==> config.mk <==
export PLATFORM = sky130hd
export DESIGN_NAME = whack_game_controller
export DESIGN_NICKNAME = d
export VERILOG_FILES = /design/src/rtl/whack_game_controller.sv
export SDC_FILE = /design/constraint.sdc
export NUM_CORES = 1
export LEC_CHECK = 0
export ABC_AREA = 1
export CAP_MARGIN = 5
export CORE_MARGIN = 5
export CORE_UTILIZATION = 55
export CTS_BUF_LIST = sky130_fd_sc_hd__clkbuf_4
export CTS_CLUSTER_DIAMETER = 60
export DETAILED_ROUTE_END_ITERATION = 8
export PLACE_DENSITY = 0.82
export SLEW_MARGIN = 20
export SYNTH_ARGS = -nofsm -noshare
export SYNTH_HDL_FRONTEND = slang
export SYNTH_SLANG_ARGS = --single-unit
==> constraint.sdc <==
create_clock -name clock_i -period 4.9 [get_ports clock_i]
set_input_delay 0.49 -clock clock_i [delete_from_list [all_inputs] [get_ports clock_i]]
set_output_delay 0.49 -clock clock_i [all_outputs]
set_load 0.01 [all_outputs]
==> src/rtl/whack_game_controller.sv <==
`default_nettype none
// ============================================================================
//  Module      : whack_game_controller
//  Description : Single-clock whack-a-mole game flow. Handles the pre-game
//                countdown, timed play with a level-selectable mole rate,
//                LFSR mole placement, hit/miss scoring and a high-score
//                register. Drives the score/time display chain and LED bank.
//  Revision    : 1.0 - initial release
// ============================================================================
module whack_game_controller #(
    parameter int unsigned CLK_HZ      = 100000000,
    parameter int unsigned NUM_MOLES   = 16,
    parameter int unsigned NUM_LEVELS  = 3,
    parameter int unsigned LVL_W       = 2,
    parameter int unsigned COUNTDOWN_S = 3,
    parameter int unsigned GAME_S      = 30,
    parameter int unsigned SCORE_W     = 16,
    parameter bit          PENALTY_EN  = 1'b1,
    parameter logic [15:0] LFSR_SEED   = 16'hACE1
) (
    input  logic                 clock_i,
    input  logic                 reset_i,
    input  logic                 start_i,
    input  logic [LVL_W-1:0]     level_i,
    input  logic [NUM_MOLES-1:0] switches_i,
    output logic [1:0]           state_o,
    output logic [LVL_W-1:0]     level_o,
    output logic [7:0]           time_o,
    output logic [NUM_MOLES-1:0] moles_o,
    output logic [SCORE_W-1:0]   score_o,
    output logic [SCORE_W-1:0]   high_score_o
);

    localparam int unsigned        IDX_W     = $clog2(NUM_MOLES);
    localparam int unsigned        CNT_W     = $clog2(CLK_HZ + 1);
    localparam logic [CNT_W-1:0]   SEC_LAST  = CNT_W'(CLK_HZ - 1);
    localparam logic [SCORE_W-1:0] SCORE_MAX = '1;
    localparam logic [7:0]         CD_INIT   = 8'(COUNTDOWN_S);
    localparam logic [7:0]         GAME_INIT = 8'(GAME_S);

    typedef enum logic [1:0] {
        ST_IDLE      = 2'b00,
        ST_COUNTDOWN = 2'b01,
        ST_PLAY      = 2'b10,
        ST_DONE      = 2'b11
    } state_t;

    state_t               state_q, state_d;
    logic [LVL_W-1:0]     level_q, level_d;
    logic [7:0]           time_q, time_d;
    logic [NUM_MOLES-1:0] moles_q, moles_d;
    logic [SCORE_W-1:0]   score_q, score_d;
    logic [SCORE_W-1:0]   high_q, high_d;
    logic [CNT_W-1:0]     sec_cnt_q, sec_cnt_d;
    logic [CNT_W-1:0]     mole_cnt_q, mole_cnt_d;
    logic [15:0]          lfsr_q;

    logic                 start_cur_q, start_prev_q;
    logic [NUM_MOLES-1:0] sw_s1_q, sw_s2_q, sw_prev_q;

    logic                 start_edge;
    logic                 level_ok;
    logic                 sec_tick;
    logic [31:0]          mole_period;
    logic [CNT_W-1:0]     mole_last;
    logic                 mole_wrap;
    logic [IDX_W-1:0]     place_idx;
    logic [NUM_MOLES-1:0] place_vec;
    logic [NUM_MOLES-1:0] toggles;
    logic                 hit, miss;
    logic [SCORE_W-1:0]   score_adj;

    assign start_edge = start_cur_q & ~start_prev_q;
    assign level_ok   = (level_i != '0) && (32'(level_i) <= NUM_LEVELS);
    assign sec_tick   = (sec_cnt_q == SEC_LAST);

    // Each level halves the mole period; level is at least 1 whenever PLAY is active.
    assign mole_period = CLK_HZ >> (level_q - LVL_W'(1));
    assign mole_last   = (mole_period == 32'd0) ? '0 : CNT_W'(mole_period - 32'd1);
    assign mole_wrap   = (mole_cnt_q == mole_last);

    assign toggles = sw_s2_q ^ sw_prev_q;
    assign hit     = |(toggles & moles_q);
    assign miss    = |(toggles & ~moles_q);

    // Pick the next mole from the LFSR, stepping past the currently lit one.
    always_comb begin
        place_idx = lfsr_q[IDX_W-1:0];
        if (moles_q[place_idx]) begin
            place_idx = place_idx + IDX_W'(1);
        end
        place_vec = {{(NUM_MOLES-1){1'b0}}, 1'b1} << place_idx;
    end

    // Saturating score adjustment; a hit and a penalised miss cancel out.
    always_comb begin
        score_adj = score_q;
        if (hit && !(miss && PENALTY_EN)) begin
            score_adj = (score_q == SCORE_MAX) ? score_q : score_q + SCORE_W'(1);
        end else if (miss && PENALTY_EN && !hit) begin
            score_adj = (score_q == '0) ? score_q : score_q - SCORE_W'(1);
        end
    end

    // Input conditioning: start edge detect and two-stage switch synchroniser.
    always_ff @(posedge clock_i or posedge reset_i) begin
        if (reset_i) begin
            start_cur_q  <= 1'b0;
            start_prev_q <= 1'b0;
            sw_s1_q      <= '0;
            sw_s2_q      <= '0;
            sw_prev_q    <= '0;
        end else begin
            start_cur_q  <= start_i;
            start_prev_q <= start_cur_q;
            sw_s1_q      <= switches_i;
            sw_s2_q      <= sw_s1_q;
            sw_prev_q    <= sw_s2_q;
        end
    end

    // Free-running LFSR (taps 16,14,13,11), stepping every cycle in every state.
    always_ff @(posedge clock_i or posedge reset_i) begin
        if (reset_i) begin
            lfsr_q <= LFSR_SEED;
        end else begin
            lfsr_q <= {lfsr_q[14:0], lfsr_q[15] ^ lfsr_q[13] ^ lfsr_q[12] ^ lfsr_q[10]};
        end
    end

    // Game state and output registers.
    always_ff @(posedge clock_i or posedge reset_i) begin
        if (reset_i) begin
            state_q    <= ST_IDLE;
            level_q    <= '0;
            time_q     <= '0;
            moles_q    <= '0;
            score_q    <= '0;
            high_q     <= '0;
            sec_cnt_q  <= '0;
            mole_cnt_q <= '0;
        end else begin
            state_q    <= state_d;
            level_q    <= level_d;
            time_q     <= time_d;
            moles_q    <= moles_d;
            score_q    <= score_d;
            high_q     <= high_d;
            sec_cnt_q  <= sec_cnt_d;
            mole_cnt_q <= mole_cnt_d;
        end
    end

    // Next-state logic: start handling, countdown, play timing, moles and scoring.
    always_comb begin
        state_d    = state_q;
        level_d    = level_q;
        time_d     = time_q;
        moles_d    = moles_q;
        score_d    = score_q;
        high_d     = high_q;
        sec_cnt_d  = sec_cnt_q;
        mole_cnt_d = mole_cnt_q;

        case (state_q)
            ST_IDLE, ST_DONE: begin
                sec_cnt_d  = '0;
                mole_cnt_d = '0;
                if (start_edge && level_ok) begin
                    state_d = ST_COUNTDOWN;
                    level_d = level_i;
                    time_d  = CD_INIT;
                    score_d = '0;
                    moles_d = '0;
                end
            end

            ST_COUNTDOWN: begin
                sec_cnt_d = sec_tick ? '0 : sec_cnt_q + CNT_W'(1);
                if (sec_tick) begin
                    if (time_q > 8'd1) begin
                        time_d = time_q - 8'd1;
                    end else begin
                        state_d    = ST_PLAY;
                        time_d     = GAME_INIT;
                        moles_d    = place_vec;
                        mole_cnt_d = '0;
                    end
                end
            end

            ST_PLAY: begin
                sec_cnt_d  = sec_tick ? '0 : sec_cnt_q + CNT_W'(1);
                mole_cnt_d = mole_wrap ? '0 : mole_cnt_q + CNT_W'(1);
                score_d    = score_adj;
                if (hit) begin
                    moles_d = '0;
                end
                // A placement overrides the hit clear; game end overrides both.
                if (mole_wrap) begin
                    moles_d = place_vec;
                end
                if (sec_tick) begin
                    if (time_q > 8'd1) begin
                        time_d = time_q - 8'd1;
                    end else begin
                        state_d = ST_DONE;
                        time_d  = '0;
                        moles_d = '0;
                        high_d  = (score_adj > high_q) ? score_adj : high_q;
                    end
                end
            end

            default: begin
                state_d = ST_IDLE;
            end
        endcase
    end

    assign state_o      = state_q;
    assign level_o      = level_q;
    assign time_o       = time_q;
    assign moles_o      = moles_q;
    assign score_o      = score_q;
    assign high_score_o = high_q;

endmodule
`default_nettype wire
Yosys cells after proc, flatten, opt, wreduce, memory -nomap -nowiden
Cells that the tools add are included.
- add/sub/neg operators: 8
- shifts and indexed selects: 2
- multiplexer cells: 35
- reductions and logical operators: 21
- equality and inequality tests: 11
- order comparisons: 3
- bitwise gates (word level): 10
- operators by type and width (cell ; number):
    16-bit 2-to-1 mux ; 11
    27-bit 2-to-1 mux ; 5
    27-bit case mux with 3 select lines ; 1
    27-bit by 1-bit adder with 27-bit output (second input constant) ; 2
    27-bit case mux with 2 select lines ; 1
    16-bit case mux with 3 select lines ; 1
    8-bit 2-to-1 mux ; 5
    16-bit bitwise AND ; 2
    32-bit logical NOT ; 1
    16-bit case mux with 2 select lines ; 1
    16-bit OR reduction ; 2
    27-bit by 2-bit right shift with 32-bit output (first input constant) ; 1
    27-bit == test ; 1
    27-bit == test (second input constant) ; 1
    27-bit by 1-bit subtractor with 27-bit output (second input constant) ; 1
    8-bit case mux with 3 select lines ; 1
    16-bit by 1-bit adder with 16-bit output (second input constant) ; 1
    16-bit == test (second input constant) ; 1
    16-bit greater-than comparator ; 1
    16-bit logical NOT ; 1
    16-bit NOT ; 1
    1-bit by 4-bit << shifter with 16-bit output (first input constant) ; 1
    16-bit by 1-bit subtractor with 16-bit output (second input constant) ; 1
    16-bit bitwise XOR ; 1
    other kinds (25) ; 45
- output and inout port bits: 60
- flip-flop bits (word level): 180
- logic and storage cells: 104
- bits of input ports: 21

Longest topological paths before layout
- depth in word-level cells: 9
- mapped depth: 25
- mapped depth without buffers: 23

Worst setup path after synthesis
Ideal clock, no wire load.
- path kind: register to register
- start: reg score_q[0], in the netlist score_o[0]
- end: reg high_q[2], in the netlist high_score_o[2]
- library setup time: 0.118 ns
- stages on the path, launching flop included: 23
- required time: 4.782 ns
- path slack: 1.658 ns
- arrival time: 3.124 ns
- clock period less this slack: 3.242 ns
- cell sequence: dfrtp_1 clkbuf_1 inv_1 ha_1 inv_1 nor3_1 nand2_1 buf_2 nand3_1 nand3_1 nand2_1 nand2_1 and2_1 ha_1 a21oi_1 o21ai_0 nand2_1 o211ai_1 a31oi_1 nor2_8 buf_6 nand3_1 nand2_1
- cells in the longest elaborated chain, start to end: 6
- elaborated cells on any way between the ends: 10
- those cells by class: add/sub (2); order compare (1); eq/ne (1); mux (4); reduce/logical (2)
- ends and longest elaborated chain (element ; RTL line ; source):
    start, declared ; 52 ; logic [SCORE_W-1:0] score_q, score_d;
    start signal, assigned ; 147 ; score_q <= score_d;
    16-bit by 1-bit subtractor with 16-bit output or 16-bit logical NOT (tied branches) ; 101 ; score_adj = (score_q == '0) ? score_q : score_q - SCORE_W'(1);
    16-bit 2-to-1 mux ; 101 ;
    16-bit 2-to-1 mux ; 100 ; end else if (miss && PENALTY_EN && !hit) begin
    16-bit 2-to-1 mux (*) ; 98 ; if (hit && !(miss && PENALTY_EN)) begin
    named net score_adj[11] ; 71 ; logic [SCORE_W-1:0] score_adj;
    16-bit greater-than comparator (*) ; 210 ; high_d = (score_adj > high_q) ? score_adj : high_q;
    4-bit AND reduction (no line) (*) ; - ;
    end signal, assigned ; 148 ; high_q <= high_d;
    end, declared ; 53 ; logic [SCORE_W-1:0] high_q, high_d;
The timed path passes the listed nets; every way through them passes the cells marked *.
A chain may end at the register's enable or synchronous reset.

Final worst setup path
- start: reg sw_s2_q[11]
- end: reg high_q[2], in the netlist high_score_o[2]
- cells in the longest elaborated chain, start to end: 9
- elaborated cells on any way between the ends: 13
- those cells by class: order compare (1); mux (2); bitwise (3); reduce/logical (7)
- ends and longest elaborated chain (element ; RTL line ; source):
    start, declared ; 59 ; logic [NUM_MOLES-1:0] sw_s1_q, sw_s2_q, sw_prev_q;
    start signal, assigned ; 117 ; sw_s2_q <= sw_s1_q;
    16-bit bitwise XOR (*) ; 82 ; assign toggles = sw_s2_q ^ sw_prev_q;
    16-bit bitwise AND ; 83 ; assign hit = |(toggles & moles_q);
    16-bit OR reduction ; 83 ;
    1-bit logical NOT ; 100 ;
    1-bit logical AND ; 100 ;
    16-bit 2-to-1 mux ; 100 ;
    16-bit 2-to-1 mux (*) ; 98 ;
    named net score_adj[9] ; 71 ;
    16-bit greater-than comparator (*) ; 210 ;
    4-bit AND reduction (no line) (*) ; - ;
Marked as above.

==> results.tsv <==
stage	metric	value	unit
status	status	finished clean	
logic_synthesis	yosys synthesis warning count	0	
die	number of standard-cell rows in the floorplan	51	
die	Die H	151	um
logic_synthesis	most frequent cells after synthesis	sky130_fd_sc_hd__nand2_1, sky130_fd_sc_hd__nand3_1, sky130_fd_sc_hd__inv_1, sky130_fd_sc_hd__dfrtp_1, sky130_fd_sc_hd__nor2_1	
logic_synthesis	async set-or-reset flop fraction in the synthesized netlist	1.00	
critical_path	endpoint kind of the worst setup timing path	flop	
sta	transition at the pin with the smallest max-transition slack	1090	ps
cts	deepest level of the CTS H-tree	4	
grt	number of global-route vias before repair	9751	
power	Internal Power	3.00	mW
logic_synthesis	total standard cell area after synthesis	11000	sq um
placement	Buffers on Ports	80	
routing	detailed-routing iteration count for the pre-antenna-repair pass	7	
layout	number of diodes	0	
sta	sum of negative setup slack	0	ps
routing	remaining antenna violation count after routing	0	
logic_synthesis	portion of the post-synthesis area used by sequential elements	0.411	
grt	global-route wire length before repair	45700	um
power	net switching power figure	2.95	mW
grt	met3 capacity usage during global routing	0.0470	
critical_path	critical path data required time	5420	ps
power	LEAKAGE	5.90	nW
logic_synthesis	Yosys cell types	50	
logic_synthesis	area share of the largest cell type after synthesis	0.392	
placement	Routability Congestion	0.972	
grt	global-route track usage on met1	0.337	
cts	# resized after CTS	0	
routing	drt total wl	27300	um
grt	overall routing resource usage	0.246	
cts	clock tree from TritonCTS	yes	
cts	hold-fix buffer count after cts	0	
sta	RSZ-0062 raised after global routing	no	
sta	Final min period	4100	ps
grt	Most Used Layer, Global Route	met2	
cts	Clock Root Buffer	sky130_fd_sc_hd__clkbuf_4	
critical_path	data arrival time of the worst path	4630	ps
layout	summed area of non-filler cells in the final layout	12200	sq um
sta	number of slew-limit violations in the final report	0	
power	sequential group share of total power	0.309	
power	share of total power in the clock network	0.124	
layout	fraction of final layout cells with drive strength greater than 1	0.0447	
power	combinational cell fraction of total power	0.567	
layout	nets	1654	
logic_synthesis	count of state elements after synthesis	180	
min_path	class of the tightest hold or removal check	in -> reg	
grt	largest net degree at the start of global routing	181	
logic_synthesis	nets in the synthesized netlist	1587	
placement	Placed Instance Area	11900	sq um
cts	clock slew at the register clock pins of the worst setup and hold paths	150	ps
die	area enclosed by the die boundary	22900	sq um
cts	buffer depth of the longest clock path	2	
critical_path	Setup crit start kind	flop	
sta	share of the clock period used by the worst path after layout	0.837	
sta	Fin Clk Skew	21.2	ps
layout	growth of design area from synthesis to finish	10.9	%
sta	Final setup viols	0	
power	Power Dens Cells	488	nW/um^2
logic_synthesis	largest cells by area after synthesis	sky130_fd_sc_hd__dfrtp_1, sky130_fd_sc_hd__nand2_1, sky130_fd_sc_hd__nand3_1	
placement	DP Wirelength	20500	um
die	DIE WIDTH	151	um
sta	fmax	244	MHz
cts	later-pin clock latency in the skew report	580	ps
cts	number of buffers added by the clock tree synthesis step	17	
logic_synthesis	synthesized area per cell	7.17	sq um
flow_run	max-cap check violation count	0	
routing	Via-to-Cell Ratio	5.44	
critical_path	slowest cell delay on critical path	540	ps
routing	average wire length per cell after detail routing	14.6	um
logic_synthesis	most frequently used flop master after synthesis	sky130_fd_sc_hd__dfrtp_1	
layout	count of filler cells inserted in the layout	1808	
routing	first-iteration detailed-routing DRC count	897	
critical_path	critical path's slowest cell	sky130_fd_sc_hd__nor2_1	
die	Core Region	19600	sq um
sta	Hold Worst Slack	331	ps
critical_path	CP max FO	18	
logic_synthesis	Yosys top cell by area	sky130_fd_sc_hd__dfrtp_1	
power	worst supply voltage drop on vdd	0.318	mV
sta	Hold Violations, Final	0	
layout	area of the multi-input gates	5480	sq um
die	num ports	81	
logic_synthesis	count of flip-flops with a built-in enable after synthesis	0	
sta	Rel. slew slack	0.274	
critical_path	most frequent CP cell	sky130_fd_sc_hd__nand2_1	
logic_synthesis	synthesized instance count	1532	
critical_path	worst path cell trace	inv_1, nand2_1, nand3_1, nand2_1, nor2_1, nand2_1, nor2_1, inv_2, nor2_1, nand3_1, and2_1, ha_1, a21oi_1, o21ai_0, nand2_1, o211ai_1, a31oi_1, nor2_8, inv_4, nand2_1, nand2_1	
grt	initial antenna violation count	0	
routing	remaining routing DRC violations	0	
grt	Congestion Overflow GR	0	
critical_path	classification of the worst setup path	reg -> reg	
power	Switching Share	0.496	
routing	total number of vias	10200	
layout	total area of sequential cells	4510	sq um
grt	global-route met2 utilization	0.401	
logic_synthesis	most frequent cell after synthesis	sky130_fd_sc_hd__nand2_1	
cts	post-CTS setup buffer count	0	
cts	count of clock tree sinks	180	
die	starting density of the core	0.561	
power groups by stage:
stage | clock [mW] | sequential (mW) | combinational, mW
6_report | 0.736 | 1.84 | 3.37
3_5_place_dp | 0 | 1.86 | 3.33
2_1_floorplan | 0 | 1.81 | 2.51
3_3_place_gp | 0 | 1.86 | 3.25
4_1_cts | 0.764 | 1.84 | 3.35
5_1_grt | 0.821 | 1.86 | 3.81
cell type report:
cell class	instances	area share
repair buffers	82	0.0680
well taps	265	0.0272
inverters	211	0.0655
clock inverters	14	0.00842
flip-flops and latches	180	0.370
multi-input cells	1107	0.449
clock buffers	18	0.0111
registers in the layout (all words and copies together), names as in the netlist:
| register | flops |
|---|---|
| state_o | 2 |
| moles_o | 16 |
| score_o | 16 |
| time_o | 8 |
| start_cur_q | 1 |
| high_score_o | 16 |
| sw_prev_q | 16 |
| sec_cnt_q | 27 |
| sw_s1_q | 16 |
| sw_s2_q | 16 |
| level_o | 2 |
| mole_cnt_q | 27 |
| lfsr_q | 16 |
| start_prev_q | 1 |
worst max-delay path: cells and delay by family (launching register included):
family	cells	cell delay (ps)
AND/OR/NAND/NOR	13	2140
AO/OA/AOI/OAI	4	730
buffers and inverters	3	470
flip-flops	1	430
adder cells (fa/ha/maj)	1	290
cells by family after synthesis:
logic type | count (synthesis) | synth area share
xor+xnor | 46 | 0.0367
compound gates | 110 | 0.0552
buf+inv | 245 | 0.0911
simple gates | 917 | 0.368
flops | 180 | 0.411
fa+ha+maj | 34 | 0.0387
metrics by stage:
stage,util,std cells,power (mW),setup slack [ps]
6_report,0.622,1877,5.94,798
5_1_grt,0.622,1877,6.50,447
4_1_cts,0.622,1877,5.95,850
3_5_place_dp,0.610,1845,5.19,895
3_3_place_gp,0.610,1845,5.11,1040
2_1_floorplan,-,1532,4.32,1660
cells in the final DEF, fill, tap and decap left out, drive strengths merged, types with 30 or more instances in the layout:
cell type      instances
nand3                206
inv                  215
a21oi                 30
o21ai                 59
xor2                  40
nand2                449
clkdlybuf4s50         80
nor2                 159
nor3                  44
ha                    34
dfrtp                172
metal layers:
layer	up-vias	wire [um]
li1	5026	-
met1	4720	12200
met2	402	12700
met3	56	1910
met4	0	493
met5	-	0
path summary, 6_finish.rpt:
kind,start,end,slack (ps),cells after the start
min in group asynchronous,reset_i,mole_cnt_q[11],340,3
max in group asynchronous,reset_i,sw_s2_q[0],3650,3
worst max-delay path,sw_s2_q[11],high_score_o[2],800,21
worst min-delay path,switches_i[12],sw_s1_q[12],330,1
worst max register to register,sw_s2_q[11],high_score_o[2],800,21
worst min register to register,lfsr_q[14],lfsr_q[15],360,0
No activity file was read; power rests on OpenSTA's default activity.
